$ cat config.mk
export PLATFORM = sky130hd
export DESIGN_NAME = mips_uart_tx_flat
export DESIGN_NICKNAME = d
export VERILOG_FILES = /design/src/rtl/mips_uart_tx_if.sv /design/src/rtl/mips_uart_tx.sv /design/src/flat_wrapper.sv
export SDC_FILE = /design/constraint.sdc
export NUM_CORES = 1
export LEC_CHECK = 0
export ABC_AREA = 1
export CORE_MARGIN = 5
export CORE_UTILIZATION = 40
export CTS_CLUSTER_SIZE = 24
export DETAILED_ROUTE_END_ITERATION = 6
export HOLD_SLACK_MARGIN = 0.02
export PLACE_DENSITY = 0.67
export SLEW_MARGIN = 10
export SYNTH_ARGS = -nofsm -noshare
export SYNTH_HDL_FRONTEND = slang
export SYNTH_SLANG_ARGS = --single-unit
$ cat constraint.sdc
create_clock -name clk -period 1.6 [get_ports clk]
set_clock_uncertainty 0.2 [all_clocks]
set_input_delay 0.16 -clock clk [delete_from_list [all_inputs] [get_ports clk]]
set_output_delay 0.16 -clock clk [all_outputs]
set_load 0.02 [all_outputs]
$ cat src/rtl/mips_uart_tx_if.sv
// Byte handshake between the MIPS debug unit (master) and the UART transmitter (slave).
interface mips_uart_tx_if #(
  parameter int DATA_BITS = 8
);
  logic                 i_tx_ready;
  logic [DATA_BITS-1:0] i_tx_data;
  logic                 o_tx;
  logic                 o_tx_done;

  modport master (
    output i_tx_ready,
    output i_tx_data,
    input  o_tx,
    input  o_tx_done
  );

  modport slave (
    input  i_tx_ready,
    input  i_tx_data,
    output o_tx,
    output o_tx_done
  );
endinterface

$ cat src/rtl/mips_uart_tx.sv
// UART transmitter with internal oversample divider; serialises one byte per handshake
// and holds o_tx_done low for the whole frame.
module mips_uart_tx #(
  parameter int DATA_BITS  = 8,
  parameter int BAUD_DIV   = 163,
  parameter int OS_TICKS   = 16,
  parameter int STOP_TICKS = 16
) (
  input  logic            clk,
  input  logic            reset,
  mips_uart_tx_if.slave   bus
);

  localparam int DIV_W    = (BAUD_DIV > 1) ? $clog2(BAUD_DIV) : 1;
  localparam int TICK_MAX = (STOP_TICKS > OS_TICKS) ? STOP_TICKS : OS_TICKS;
  localparam int TICK_W   = (TICK_MAX > 1) ? $clog2(TICK_MAX) : 1;
  localparam int BIT_W    = $clog2(DATA_BITS) + 1;

  localparam logic [DIV_W-1:0]  DIV_LAST  = DIV_W'(BAUD_DIV - 1);
  localparam logic [TICK_W-1:0] OS_LAST   = TICK_W'(OS_TICKS - 1);
  localparam logic [TICK_W-1:0] STOP_LAST = TICK_W'(STOP_TICKS - 1);
  localparam logic [BIT_W-1:0]  BIT_LAST  = BIT_W'(DATA_BITS - 1);

  typedef enum logic [1:0] {
    IDLE  = 2'd0,
    START = 2'd1,
    DATA  = 2'd2,
    STOP  = 2'd3
  } state_t;

  state_t               r_state;
  logic [DIV_W-1:0]     r_div;
  logic [TICK_W-1:0]    r_tick;
  logic [BIT_W-1:0]     r_bit;
  logic [DATA_BITS-1:0] r_shift;
  logic                 r_tx;
  logic                 r_txDone;

  state_t               w_stateNext;
  logic [DIV_W-1:0]     w_divNext;
  logic [TICK_W-1:0]    w_tickNext;
  logic [BIT_W-1:0]     w_bitNext;
  logic [DATA_BITS-1:0] w_shiftNext;
  logic                 w_txNext;
  logic                 w_txDoneNext;
  logic                 w_baudTick;

  always_ff @(posedge clk) begin
    if (reset) begin
      r_state  <= IDLE;
      r_div    <= '0;
      r_tick   <= '0;
      r_bit    <= '0;
      r_shift  <= '0;
      r_tx     <= 1'b1;
      r_txDone <= 1'b1;
    end else begin
      r_state  <= w_stateNext;
      r_div    <= w_divNext;
      r_tick   <= w_tickNext;
      r_bit    <= w_bitNext;
      r_shift  <= w_shiftNext;
      r_tx     <= w_txNext;
      r_txDone <= w_txDoneNext;
    end
  end

  // Divider restarts on accept so the start bit is exactly OS_TICKS ticks wide.
  always_comb begin
    w_stateNext = r_state;
    w_divNext   = r_div;
    w_tickNext  = r_tick;
    w_bitNext   = r_bit;
    w_shiftNext = r_shift;
    w_baudTick  = (r_div == DIV_LAST);

    if (r_state != IDLE) begin
      w_divNext = w_baudTick ? '0 : r_div + 1'b1;
    end

    case (r_state)
      IDLE: begin
        w_divNext = '0;
        if (bus.i_tx_ready) begin
          w_stateNext = START;
          w_shiftNext = bus.i_tx_data;
          w_tickNext  = '0;
          w_bitNext   = '0;
        end
      end
      START: begin
        if (w_baudTick) begin
          if (r_tick == OS_LAST) begin
            w_tickNext  = '0;
            w_bitNext   = '0;
            w_stateNext = DATA;
          end else begin
            w_tickNext = r_tick + 1'b1;
          end
        end
      end
      DATA: begin
        if (w_baudTick) begin
          if (r_tick == OS_LAST) begin
            w_tickNext  = '0;
            w_shiftNext = r_shift >> 1;
            if (r_bit == BIT_LAST) begin
              w_bitNext   = '0;
              w_stateNext = STOP;
            end else begin
              w_bitNext = r_bit + 1'b1;
            end
          end else begin
            w_tickNext = r_tick + 1'b1;
          end
        end
      end
      STOP: begin
        if (w_baudTick) begin
          if (r_tick == STOP_LAST) begin
            w_tickNext  = '0;
            w_stateNext = IDLE;
          end else begin
            w_tickNext = r_tick + 1'b1;
          end
        end
      end
      default: begin
        w_stateNext = IDLE;
        w_divNext   = '0;
        w_tickNext  = '0;
        w_bitNext   = '0;
      end
    endcase

    // Line level is registered from the next state so it changes on the same edge as the state.
    case (w_stateNext)
      START:   w_txNext = 1'b0;
      DATA:    w_txNext = w_shiftNext[0];
      default: w_txNext = 1'b1;
    endcase
    w_txDoneNext = (w_stateNext == IDLE);
  end

  assign bus.o_tx      = r_tx;
  assign bus.o_tx_done = r_txDone;

endmodule
$ cat src/flat_wrapper.sv
// flat-port wrapper written by rule: the top's interface ports become plain ports
module mips_uart_tx_flat 
#(
  parameter int DATA_BITS  = 8,
  parameter int BAUD_DIV   = 163,
  parameter int OS_TICKS   = 16,
  parameter int STOP_TICKS = 16
)
  (clk, reset, bus_i_tx_ready, bus_i_tx_data, bus_o_tx, bus_o_tx_done);
  mips_uart_tx_if #(.DATA_BITS(DATA_BITS)) bus_i ();
  input  logic clk;
  input  logic reset;
  input wire logic [$bits(bus_i.i_tx_ready)-1:0] bus_i_tx_ready;
  input wire logic [$bits(bus_i.i_tx_data)-1:0] bus_i_tx_data;
  output wire logic [$bits(bus_i.o_tx)-1:0] bus_o_tx;
  output wire logic [$bits(bus_i.o_tx_done)-1:0] bus_o_tx_done;
  assign bus_i.i_tx_ready = bus_i_tx_ready;
  assign bus_i.i_tx_data = bus_i_tx_data;
  assign bus_o_tx = bus_i.o_tx;
  assign bus_o_tx_done = bus_i.o_tx_done;
  mips_uart_tx #(.DATA_BITS(DATA_BITS), .BAUD_DIV(BAUD_DIV), .OS_TICKS(OS_TICKS), .STOP_TICKS(STOP_TICKS)) u_core (.clk(clk), .reset(reset), .bus(bus_i));
endmodule
# ---- Yosys cells after proc, flatten, opt, wreduce, memory -nomap -nowiden
# Cells that the tools add are included.
dict set report word_totals {
  input_bits 11
  latch_bits 0
  register_bits 28
  memories 0
  ramBits 0
  romBits 0
  output_inout_bits 2
}
dict set report classes {
  order_cmp 0
  muxes 25
  n_eq_ne 14
  bitwise_logic 0
  reduce_logical 10
  n_shift 0
  n_div 0
  multipliers 0
  add_sub_neg 3
}
# op count
set op_table {}
lappend op_table {{2-to-1 mux 4 bit} 8}
lappend op_table {{2-to-1 mux 8 bit} 4}
lappend op_table {{2-to-1 mux 2 bit} 8}
lappend op_table {{one-hot mux 8 bit (2 select lines)} 1}
lappend op_table {{one-hot mux 4 bit (3 select lines)} 1}
lappend op_table {{inequality test 2 x 1 -> 1 bit, second input constant} 5}
lappend op_table {{adder 4 x 1 -> 4 bit, second input constant} 2}
lappend op_table {{adder 8 x 1 -> 8 bit, second input constant} 1}
lappend op_table {{== test 8 bit, second input constant} 1}
lappend op_table {{one-hot mux 2 bit (4 select lines)} 1}
lappend op_table {{one-hot mux 4 bit (2 select lines)} 1}
lappend op_table {{== test 2 bit, second input constant} 3}
lappend op_table {{AND reduction 6 bit} 1}
lappend op_table {{== test 2 x 1 -> 1 bit, second input constant} 2}
lappend op_table {{== test 4 x 3 -> 1 bit, second input constant} 1}
lappend op_table {{== test 4 bit, second input constant} 1}
lappend op_table {{logical NOT 2 bit} 2}
lappend op_table {{AND reduction 4 bit} 1}
lappend op_table {{nonzero test 2 bit} 2}
lappend op_table {{nonzero test 3 bit} 1}
lappend op_table {{OR reduction 3 bit} 1}
lappend op_table {{inequality test 2 bit, second input constant} 1}
lappend op_table {{one-hot mux 1 bit (2 select lines)} 1}
lappend op_table {{AND reduction 2 bit} 1}
lappend op_table {{OR reduction 2 bit} 1}

# ---- Longest topological paths before layout
dict set report depth {
  ltp_word 7
  ltp_mapped 11
  ltp_nobuf 11
}

# ---- Worst setup path before layout
# No wires, ideal clock.
dict set report synth_path {
  path_type {register to register}
  startpoint {register u_core.r_tick[0]}
  endpoint {register u_core.r_bit[2]}
  stages_incl_launch_ff 9
  required_ns 1.287
  setup_ns 0.113
  path_slack_ns 0.017
  arrival_ns 1.269
  n_path_buf 0
  cell_sequence {dfxtp_1 -> ha_1 -> nand3_4 -> inv_1 -> nand3_2 -> nand2_1 -> nand3_1 -> o21ai_1 -> nor2_1}
}
dict set report synth_between {
  elab_chain_len 3
}
# element line
set synth_rtl {}
lappend synth_rtl {{start, declared} mips_uart_tx.sv:33} ;# logic [TICK_W-1:0] r_tick;
lappend synth_rtl {{start signal, assigned} mips_uart_tx.sv:60} ;# r_tick <= w_tickNext;
lappend synth_rtl {{== test 4 bit (*)} {mips_uart_tx.sv:93, mips_uart_tx.sv:104}}
lappend synth_rtl {{inequality test 2 x 1 -> 1 bit (no source line)} -}
lappend synth_rtl {{AND reduction 6 bit (no source line) (*)} -}
lappend synth_rtl {{end signal, assigned} mips_uart_tx.sv:61} ;# r_bit <= w_bitNext;
lappend synth_rtl {{end, declared} mips_uart_tx.sv:34} ;# logic [BIT_W-1:0] r_bit;
# Mark *: on every way between the ends. The rest lies on a longest branch, timed or not.
# A chain may end at the register's enable or synchronous reset.

# ---- Final worst setup path
dict set report layout_path {
  startpoint {register u_core.r_div[0]}
  endpoint {register u_core.r_txDone (netlist: u_core.bus.o_tx_done)}
}
dict set report layout_between {
  elab_chain_len 4
}
# element line
set layout_rtl {}
lappend layout_rtl {{start, declared} mips_uart_tx.sv:32} ;# logic [DIV_W-1:0] r_div;
lappend layout_rtl {{start signal, assigned} mips_uart_tx.sv:59} ;# r_div <= w_divNext;
lappend layout_rtl {{== test 8 bit (*)} mips_uart_tx.sv:75} ;# w_baudTick = (r_div == DIV_LAST);
lappend layout_rtl {{2-to-1 mux 2 bit (on tied branches)} {mips_uart_tx.sv:119, mips_uart_tx.sv:92, mips_uart_tx.sv:103}}
lappend layout_rtl {{one-hot mux 2 bit (4 select lines) (*)} mips_uart_tx.sv:81} ;# case (r_state)
lappend layout_rtl {{logical NOT 2 bit (*)} mips_uart_tx.sv:142} ;# w_txDoneNext = (w_stateNext == IDLE);
lappend layout_rtl {{end signal, assigned} mips_uart_tx.sv:64} ;# r_txDone <= w_txDoneNext;
lappend layout_rtl {{end, declared} mips_uart_tx.sv:37} ;# logic r_txDone;
# Marked as above.

==> key figures <==
Outcome
  • Outcome: complete, but fails checks
  • Failing checks: negative setup slack

Floorplan
  • Die height: 70.6 µm
  • Die width: 70.6 µm
  • Cell Rows: 22
  • Die ar.: 4980 µm²
  • Core Area: 3610 µm²
  • Initial Utilization: 40.7%
  • Boundary Pins: 13

Hold path
  • Hold worst-path end: u_core.r_shift[7]$_SDFFE_PP0P_
  • Worst hold start: bus_i_tx_data[7]
  • Hold path cells: 3
  • Hold Crit Class: in2reg

Timing
  • RSZ-0062 raised after global routing: yes
  • Setup slack after layout: -0.0494 ns
  • Hold Violations, Final: 0
  • Final Slew Violations: 0
  • Crit path time final: 1.65 ns
  • Hold_ws: 0.239 ns
  • Final setup violation count: 11
  • Fmax: 606 MHz
  • Final Cycle Share: 103%
  • Relative slew slack: 74.7%
  • Worst-Margin Slew: 0.379 ns

CTS
  • Reg clk slew, reported paths: 0.10 ns
  • H-tree depth: 1
  • Worst-Skew Late Latency: 0.27 ns
  • Clock sink count: 28
  • CTS buffer count: 3
  • CTS root buf: clkbuf_8
  • CTS tree: built
  • Max clock buf depth: 2

Detailed routing
  • Routed vias: 1,346
  • Drt total wl: 2990 µm
  • Detail Route Antenna Nets: 0
  • DRC Markers: 0
  • First drt pass iteration count: 5
  • Number of DRC markers in iteration 0: 70
  • Vias per cell: 4.64
  • Routed WL per cell: 10.3 µm

Critical path
  • WS Path Type: reg2reg
  • Startpoint types: register
  • FF-to-FF path depth: 9
  • Most frequent CP cell: nand2_2
  • CP cell instances: inv_2 -> ha_4 -> nand2_2 -> nor2_4 -> nand2_4 -> nor2_8 -> nand2_2 -> a21oi_1 -> nor2_1
  • RR Startpoint: u_core.r_div[0]$_SDFFE_PP0N_
  • Worst endpoint data arrival time: 1.62 ns
  • Critical Path Sink Type: register
  • Slowest CP cell: dfxtp_2
  • Reg2Reg Capture Point: u_core.bus.o_tx_done$_SDFF_PP1_
  • Worst EP required: 1.57 ns
  • Crit-path max FO: 5
  • Worst path max stage delay: 0.33 ns
  • R2R setup slack: -0.05 ns

Logic synthesis
  • #FFs+latches synth: 28
  • Post-synthesis xor/xnor area fraction: 3.58%
  • Main combinational cell family by area after synthesis: simple AND/OR/NAND/NOR gates
  • Async SR Flop Fraction: 0%
  • Synth warn: 0
  • Mux share of post-synthesis cell area: 0%
  • Simple-Gate Fraction of Synth Area: 38.0%
  • Sequential share of the synthesized area: 38.2%
  • Net count after synthesis: 211
  • Synth Area in Compound Gates: 9.97%
  • Dominant synthesized flop cell: dfxtp_1
  • Cells after Synth: 196
  • EDFF count, synth: 0
  • Post-synthesis adder-cell area fraction: 3.41%
  • Syn Area/Cell: 7.49 µm²
  • Synth Cell Area: 1470 µm²
  • Post-synthesis cell type count: 31

Pwr
  • Leak pwr: 0.000839 µW
  • VDD IR max: 0.387 mV
  • Switching Share: 23.5%
  • Flop pwr share: 55.4%
  • P_sw: 312 µW
  • Design internal power: 1020 µW
  • Combinational share of power: 12.0%
  • Clock power share: 32.6%
  • Pwr per Cell Area: 651 nW/µm²

Run
  • Maxcap violations: 0

GRT
  • Overflow after GRT: 0
  • Largest net degree at the start of global routing: 16
  • Initial antenna violation count: 0
  • First-pass GRT wire length: 5510 µm
  • Vias in the first global route: 1,305
  • GR Util All Layers: 13.1%

Placement
  • Placer congestion estimate: 0.791
  • Final HPWL DP: 2180 µm
  • Pre-CTS setup slack: -0.129 ns
  • Buffers on Ports: 12
  • Post-Place Cells: 275

Cells and area
  • Most frequent cells in the layout: nand2_1 (41), buf_4 (29), dfxtp_1 (23)
  • Nets: 258
  • Layout area overhead: 38.9%
  • Ant. Diodes: 0
  • Fillers: 320
  • Commonest non-fill, non-tap cell in the layout: nand2_1
  • Fraction of layout cells with a size suffix above 1: 34.7%
  • Finished Layout Cells: 290
how the worst max path moves through the flow:
stage	start	end	slack [ns]
6_report	u_core.r_div[0]$_SDFFE_PP0N_	u_core.bus.o_tx_done$_SDFF_PP1_	-0.05
3_5_place_dp	bus_i_tx_ready	u_core.bus.o_tx$_SDFF_PP1_	-0.13
2_1_floorplan	u_core.r_tick[0]$_SDFFE_PP0P_	u_core.r_bit[2]$_SDFFE_PP0P_	0.02
3_3_place_gp	bus_i_tx_ready	u_core.bus.o_tx$_SDFF_PP1_	-0.11
5_1_grt	u_core.r_div[0]$_SDFFE_PP0N_	u_core.bus.o_tx$_SDFF_PP1_	-0.17
4_1_cts	u_core.r_div[0]$_SDFFE_PP0N_	u_core.bus.o_tx$_SDFF_PP1_	0.006
cell families after synthesis:
kind of cell | Yosys count
compound gates | 23
xor+xnor | 6
fa+ha+maj | 4
buf+inv | 25
flops | 28
simple gates | 110
per-stage QoR:
stage	instance area, µm²	setup TNS [ns]	util (%)	total power [µW]
floorplan	1470	0	-	831
global placement	1790	-0.572	49.7	896
detailed placement	1790	-0.761	49.7	896
CTS	1950	0	54.0	1330
global route	2040	-2.23	56.6	1400
finish	2040	-0.267	56.6	1330
state kept, by name, summed over array words and instances, names as in the netlist:
signal and cells:
u_core.bus.o_tx 1, u_core.bus.o_tx_done 1, u_core.r_bit 4, u_core.r_state 2, u_core.r_shift 8, u_core.r_tick 4, u_core.r_div 8
cell usage after synthesis (4+ instances only):
| cell type | count | area share, % |
|---|---|---|
| a21oi_1 | 4 | 1.4 |
| nand3_1 | 18 | 6.1 |
| inv_1 | 19 | 4.9 |
| inv_2 | 4 | 1.0 |
| xor2_1 | 5 | 3.0 |
| dfxtp_1 | 28 | 38 |
| nor2_1 | 25 | 6.4 |
| nand2_2 | 6 | 2.6 |
| a31oi_1 | 6 | 2.6 |
| nand2_1 | 46 | 12 |
| ha_1 | 4 | 3.4 |
layout make-up:
class                      count  area (µm²)  share of cell area [%]
sequential                    28         567                    27.8
inverter                      23        86.3                    4.23
tap                           48        60.1                    2.94
multi-input combinational    144         901                    44.1
clock buffer                   4        55.1                    2.70
timing repair buffer          43         372                    18.2
layer usage:
| metal | global-route usage, % | share of wire (%) | vias to the layer above |
|---|---|---|---|
| li1 | - | - | 730 |
| met1 | 17.8 | 50 | 592 |
| met2 | 21.2 | 46 | 20 |
| met3 | 2.27 | 3.1 | 4 |
| met4 | 4.18 | 1.3 | 0 |
| met5 | 0 | 0 | - |
worst max-delay path: cells and delay by family, from the launching register on:
kind	cells	cell delay, ns
fa+ha+maj	1	0.13
flops	1	0.33
simple gates	6	0.62
buf+inv	1	0.06
compound gates	1	0.20
power by group through the flow:
stage	Clock, µW	Combinational (µW)	Sequential [µW]
6_report	433	160	735
5_1_grt	479	178	739
4_1_cts	447	153	734
3_5_place_dp	0	147	749
3_3_place_gp	0	146	750
2_1_floorplan	0	78.0	753
timing repair:
| item | in CTS | in global routing |
|---|---|---|
| gates resized for setup | 18 | 14 |
| setup buffers | 3 | 7 |
| hold buffers | 0 | 0 |
| gates cloned | 1 | 0 |
| pin swaps | 8 | 10 |
| endpoints found under the setup margin | 17 | 23 |
(Power assumes the default switching activity.)
==> RTL edit 1: new RTL, same settings <==
`r_shift` no longer has a reset.
--- a/src/rtl/mips_uart_tx.sv
+++ b/src/rtl/mips_uart_tx.sv
@@ -51,7 +51,6 @@
       r_div    <= '0;
       r_tick   <= '0;
       r_bit    <= '0;
-      r_shift  <= '0;
       r_tx     <= 1'b1;
       r_txDone <= 1'b1;
     end else begin
@@ -59,10 +58,13 @@
       r_div    <= w_divNext;
       r_tick   <= w_tickNext;
       r_bit    <= w_bitNext;
-      r_shift  <= w_shiftNext;
       r_tx     <= w_txNext;
       r_txDone <= w_txDoneNext;
     end
+  end
+
+  always_ff @(posedge clk) begin
+    r_shift <= w_shiftNext;
   end
 
   // Divider restarts on accept so the start bit is exactly OS_TICKS ticks wide.
Check against the original RTL: no difference found for any inputs over 10 cycles, from zero or initial values and one cycle with reset high; that may be too few to reach the edited logic, so the function may still have changed.
==> RTL edit 1 against the original RTL <==
Synthesized area is 0.85% lower. Wire length shrank 7.1%. Sequential cell count unchanged. Power up 9.4%. Non-clock buffer count is 13 lower. Design area decreased by 3.9%. Worst setup slack improved by 0.068 ns. Hold slack better by 0.071 ns.
==> RTL edit 1: results (changes against the original RTL) <==
Parameter                              Value

Yosys
  Top area cells in the synthesized netlist    dfxtp_1, edfxtp_1, nand2_1
  Number of enable flip-flop cells after synthesis    7 (+7)
  Number of different library cells in the post-synthesis netlist    25 (-19%)
  Gate Count Post-Synth    194 (-1.0%)
  Post-Synthesis Net Count    209 (-0.95%)
  Ranking of synthesized cells by instance count    nand2_1, inv_1, nor2_1, dfxtp_1
  Fraction of the yosys area taken by sequential cells    43.3% (+5.1 points)
  Yosys warning count    0 (unchanged)

Global routing
  Met2 layer usage reported by global route    22.7% (+1.5 points)
  Maximum number of pins on one net before global-route repair    17 (+1)
  Global-route usage over all layers    12.4% (-0.65 points)
  Via count of the first global-routing pass    1,227 (-6.0%)
  Antenna violations before repair    0 (unchanged)
  Global Route met1 Usage    13.8% (-4.0 points)
  First-pass GRT wire length    4940 um (-10%)
  Met3 Use GR    2.59% (+0.32 points)

Timing
  Relative slew margins    81.5% (+6.8 points)
  Worst hold-check slack    0.310 ns (+0.0714 ns)

Place
  Placer's final routability congestion estimate    0.797 (+0.76%)
  Pre-CTS setup slack    -0.0398 ns (+0.0897 ns)
  Placed Instances    270 (-1.8%)
  Detailed placer's ending HPWL    2110 um (-3.1%)
  Post-detailed-placement cell area    0.00175 mm^2 (-2.2%)

Layout
  Total inserted antenna cells    0 (unchanged)
  Proportion of layout cells with a drive suffix above 1    29.5% (-5.2 points)
  # nets final    243 (-5.8%)
  Registers with the most flip-flops    u_core.r_div x8, u_core.r_shift x8

Pwr
  Maximum VDD drop    0.000431 V (+12%)
  Leak    0.818 nW (-2.5%)

Drt
  Router iterations before antenna repair    6 (+1)
  Total vias in the final route    1,266 (-5.9%)
  Total routed wirelength    2780 um (-7.1%)
  Starting DRT DRC Count    35 (-50%)
  Average vias per placed instance    4.60 (-0.81%)

Setup path
  Reg2reg path depth    8 (-1)
  Endpoint of the lowest-slack register-to-register path    u_core.r_shift[5]
  CP Data Arrival Time    1.38 ns (-0.24 ns)
  Largest fanout of any net on the critical path    7 (+2)
  Setup slack, reg-to-reg    0.02 ns (+0.07 ns)

Outcome
  Run status    completed

Clock network
  Number of levels the H-tree was split into    1 (unchanged)

Min path
  End of the worst hold path    u_core.r_bit[2]
  Worst min-delay path startpoint    u_core.r_bit[2]
  Worst hold path stage count    2 (-1)
  Class of the tightest hold or removal check    register to register
RTL edit 1: worst max-delay path by stage:
| stage | startpoint | end | slack (ns) |
|---|---|---|---|
| floorplan | u_core.r_tick[0] | u_core.bus.o_tx | 0.02 |
| global placement | u_core.r_tick[1] | u_core.bus.o_tx | -0.03 |
| detailed placement | u_core.r_div[0] | u_core.r_shift[5] | -0.04 |
| CTS | u_core.r_tick[1] | u_core.bus.o_tx | 0.01 |
| global route | u_core.r_div[4] | u_core.bus.o_tx | -0.11 |
| finish | u_core.r_div[0] | u_core.r_shift[5] | 0.02 |
RTL edit 1: repair_timing:
| item | CTS | global route |
|---|---|---|
| setup buffers | 1 | 0 |
| setup endpoints to repair | 16 | 27 |
| gates resized for setup | 8 | 38 |
| pin swaps | 4 | 7 |
RTL edit 1: area by class of cell:
cell class	instances	area [um^2]
Tap cell	48	60.1
Clock buffer	4	66.3
Timing Repair Buffer	30	262
Multi-Input combinational cell	137	825
Inverter	28	108
Fill cell	332	1640
Sequential cell	28	642
RTL edit 1: logic make-up (layout without fill, tap and decap cells):
group,count (synthesis),after routing,share of synthesized area [%]
compound gates,20,20,7.30
xor+xnor,5,5,3.01
fa+ha+maj,4,4,3.44
buf+inv,29,62,7.99
flops,28,28,43.3
simple gates,108,108,35.0
RTL edit 1: per-layer routing:
layer	wire length, um	vias to the layer above
met1	1260	569
met2	1400	10
met4	45	0
met3	70	5
met5	0	-
li1	-	682
RTL edit 1: worst reg2reg max path, stage by stage, from the launching register on:
cell	delay, ns
dfxtp_2	0.34
inv_2	0.08
ha_4	0.15
nand3_4	0.07
nor2_4	0.16
nand2_2	0.10
nand2_2	0.07
nand2_2	0.06
inv_4	0.09
RTL edit 1: power breakdown:
part	internal, mW	total, mW	switching [mW]	leakage (nW)
registers	0.757	0.773	0.0153	0.245
logic	0.0883	0.183	0.0948	0.539
clock network	0.273	0.497	0.225	0.0339
==> RTL edit 2: new RTL, config.mk and constraints unchanged <==
Without the edit above. `BAUD_DIV` is set to 163 in 2 places; all go to 326.
--- a/src/rtl/mips_uart_tx.sv
+++ b/src/rtl/mips_uart_tx.sv
@@ -2,7 +2,7 @@
 // and holds o_tx_done low for the whole frame.
 module mips_uart_tx #(
   parameter int DATA_BITS  = 8,
-  parameter int BAUD_DIV   = 163,
+  parameter int BAUD_DIV   = 326,
   parameter int OS_TICKS   = 16,
   parameter int STOP_TICKS = 16
 ) (
--- a/src/flat_wrapper.sv
+++ b/src/flat_wrapper.sv
@@ -2,7 +2,7 @@
 module mips_uart_tx_flat 
 #(
   parameter int DATA_BITS  = 8,
-  parameter int BAUD_DIV   = 163,
+  parameter int BAUD_DIV   = 326,
   parameter int OS_TICKS   = 16,
   parameter int STOP_TICKS = 16
 )
Behaviour: no difference found for any inputs over 10 cycles, from zero or initial values and one cycle with reset high; that may be too few to reach the edited logic, so the function may still have changed.
==> RTL edit 2 against the original RTL <==
The run still ends with negative setup slack left. Design area grew 4.4%. Sequential share of layout area shrank 0.18 points. Worst setup slack lost 0.028 ns. Synthesized area grew 6.2%. Sequential cell count grew 1. Power grew 15%. Fmax shrank 1.6%. Non-clock buffer count shrank 6. Wire length grew 12%. Critical path depth is the same. Final cell count grew 0.34%. Die area grew 5.3%. Critical path type unchanged. Critical endpoint is now u_core.bus.o_tx.
==> RTL edit 2: results (changes against the original RTL) <==
Parameter                              Value

Min path
  Class of the tightest hold or removal check    register to register
  Worst hold path stage count    2 (-1)
  Worst min-delay path startpoint    u_core.r_shift[7]

Drt
  Routed len/inst    11.5 um (+12%)
  Routed length on met3    77 um (-16%)
  Wl on met1    1650 um (+11%)
  Starting DRT DRC Count    79 (+13%)
  Average vias per placed instance    4.76 (+2.5%)

Layout
  Count of placed standard cells in the final layout, fillers left out    291 (+0.34%)
  # nets final    257 (-0.39%)
  Registers with the most flip-flops    u_core.r_div x9, u_core.r_shift x8
  Proportion of layout cells with a drive suffix above 1    37.4% (+2.7 points)
  Total of fill cells in the finished design    363 (+13%)
  Post-Route Utilization    57.3% (+0.75 points)

Outcome
  Violations in the final reports    negative setup slack
  Run status    finished with violations

Global routing
  First-pass GRT wire length    5500 um (-0.13%)
  Global Route met1 Usage    17.6% (-0.17 points)
  Global-route usage over all layers    13.2% (+0.14 points)
  Maximum number of pins on one net before global-route repair    12 (-4)

Yosys
  Share of synthesized cell area in full adder, half adder and majority cells    3.21% (-0.20 points)
  Fraction of the yosys area taken by sequential cells    37.2% (-0.95 points)
  Ranking of synthesized cells by instance count    nand2_1, dfxtp_1, nor2_1, inv_1, a21oi_1
  Area share of xor/xnor cells in the synthesized design    2.81% (-0.77 points)
  Post-Synthesis Net Count    215 (+1.9%)
  Mean Syn Cell Area    7.80 um^2 (+4.1%)
  Number of different library cells in the post-synthesis netlist    34 (+9.7%)
  Complex-gate fraction of the synthesized area    12.2% (+2.2 points)
  Top area cells in the synthesized netlist    dfxtp_1, nand2_1, nor2_1

Setup path
  Reg2reg start    u_core.r_tick[1]
  Startpoint-to-endpoint class of the critical path    register to register
  CP Data Arrival Time    1.69 ns (+0.07 ns)
  Endpoint of the lowest-slack register-to-register path    u_core.bus.o_tx
  Max incr delay on CP    0.35 ns (+0.02 ns)

Timing
  Relative slew margins    77.0% (+2.3 points)
  Final setup margin    -0.0771 ns (-0.0277 ns)
  Worst hold-check slack    0.256 ns (+0.0165 ns)
  Final setup viols    12 (+1)
  Summed negative setup slack over all endpoints    -0.604 ns (-0.337 ns)

Clock network
  Number of levels the H-tree was split into    2 (+1)
  Clock-pin transition on the worst setup and hold timing paths    0.06 ns (-0.04 ns)
  Number of post-CTS setup repair buffers    1 (-2)

Place
  Detailed placer's ending HPWL    2320 um (+6.4%)
  Placer's final routability congestion estimate    0.860 (+8.7%)
  Placed Instances    278 (+1.1%)
  Post-detailed-placement cell area    0.00189 mm^2 (+5.5%)
  Pre-CTS setup slack    -0.0888 ns (+0.0406 ns)

Pwr
  Proportion of total power due to net switching    24.9% (+1.4 points)
  Leak    0.863 nW (+2.8%)
  Maximum VDD drop    0.000613 V (+59%)
-- RTL edit 2: cell types whose count changed after synthesis, sizes merged, moves of 2 or more --
cell,before,now
nor2,30,32
a21oi,7,12
inv,23,21
o21ai,5,12
nand3,22,13
nand4,1,4
a31oi,6,2
nor3,1,5
nand2,54,51
-- RTL edit 2: layout make-up --
type | instances | area share, %
Clock buffer | 8 | 3.76
Inverter | 22 | 4.17
Multi-Input combinational cell | 147 | 46.7
Sequential cell | 29 | 27.6
Tap cell | 48 | 2.82
Timing Repair Buffer | 37 | 15.0
-- RTL edit 2: power groups by stage --
stage | logic, mW | registers [mW] | clock network (mW)
6_report | 0.197 | 0.766 | 0.563
5_1_grt | 0.218 | 0.769 | 0.616
3_5_place_dp | 0.180 | 0.780 | 0
4_1_cts | 0.186 | 0.765 | 0.584
2_1_floorplan | 0.106 | 0.782 | 0
3_3_place_gp | 0.180 | 0.781 | 0
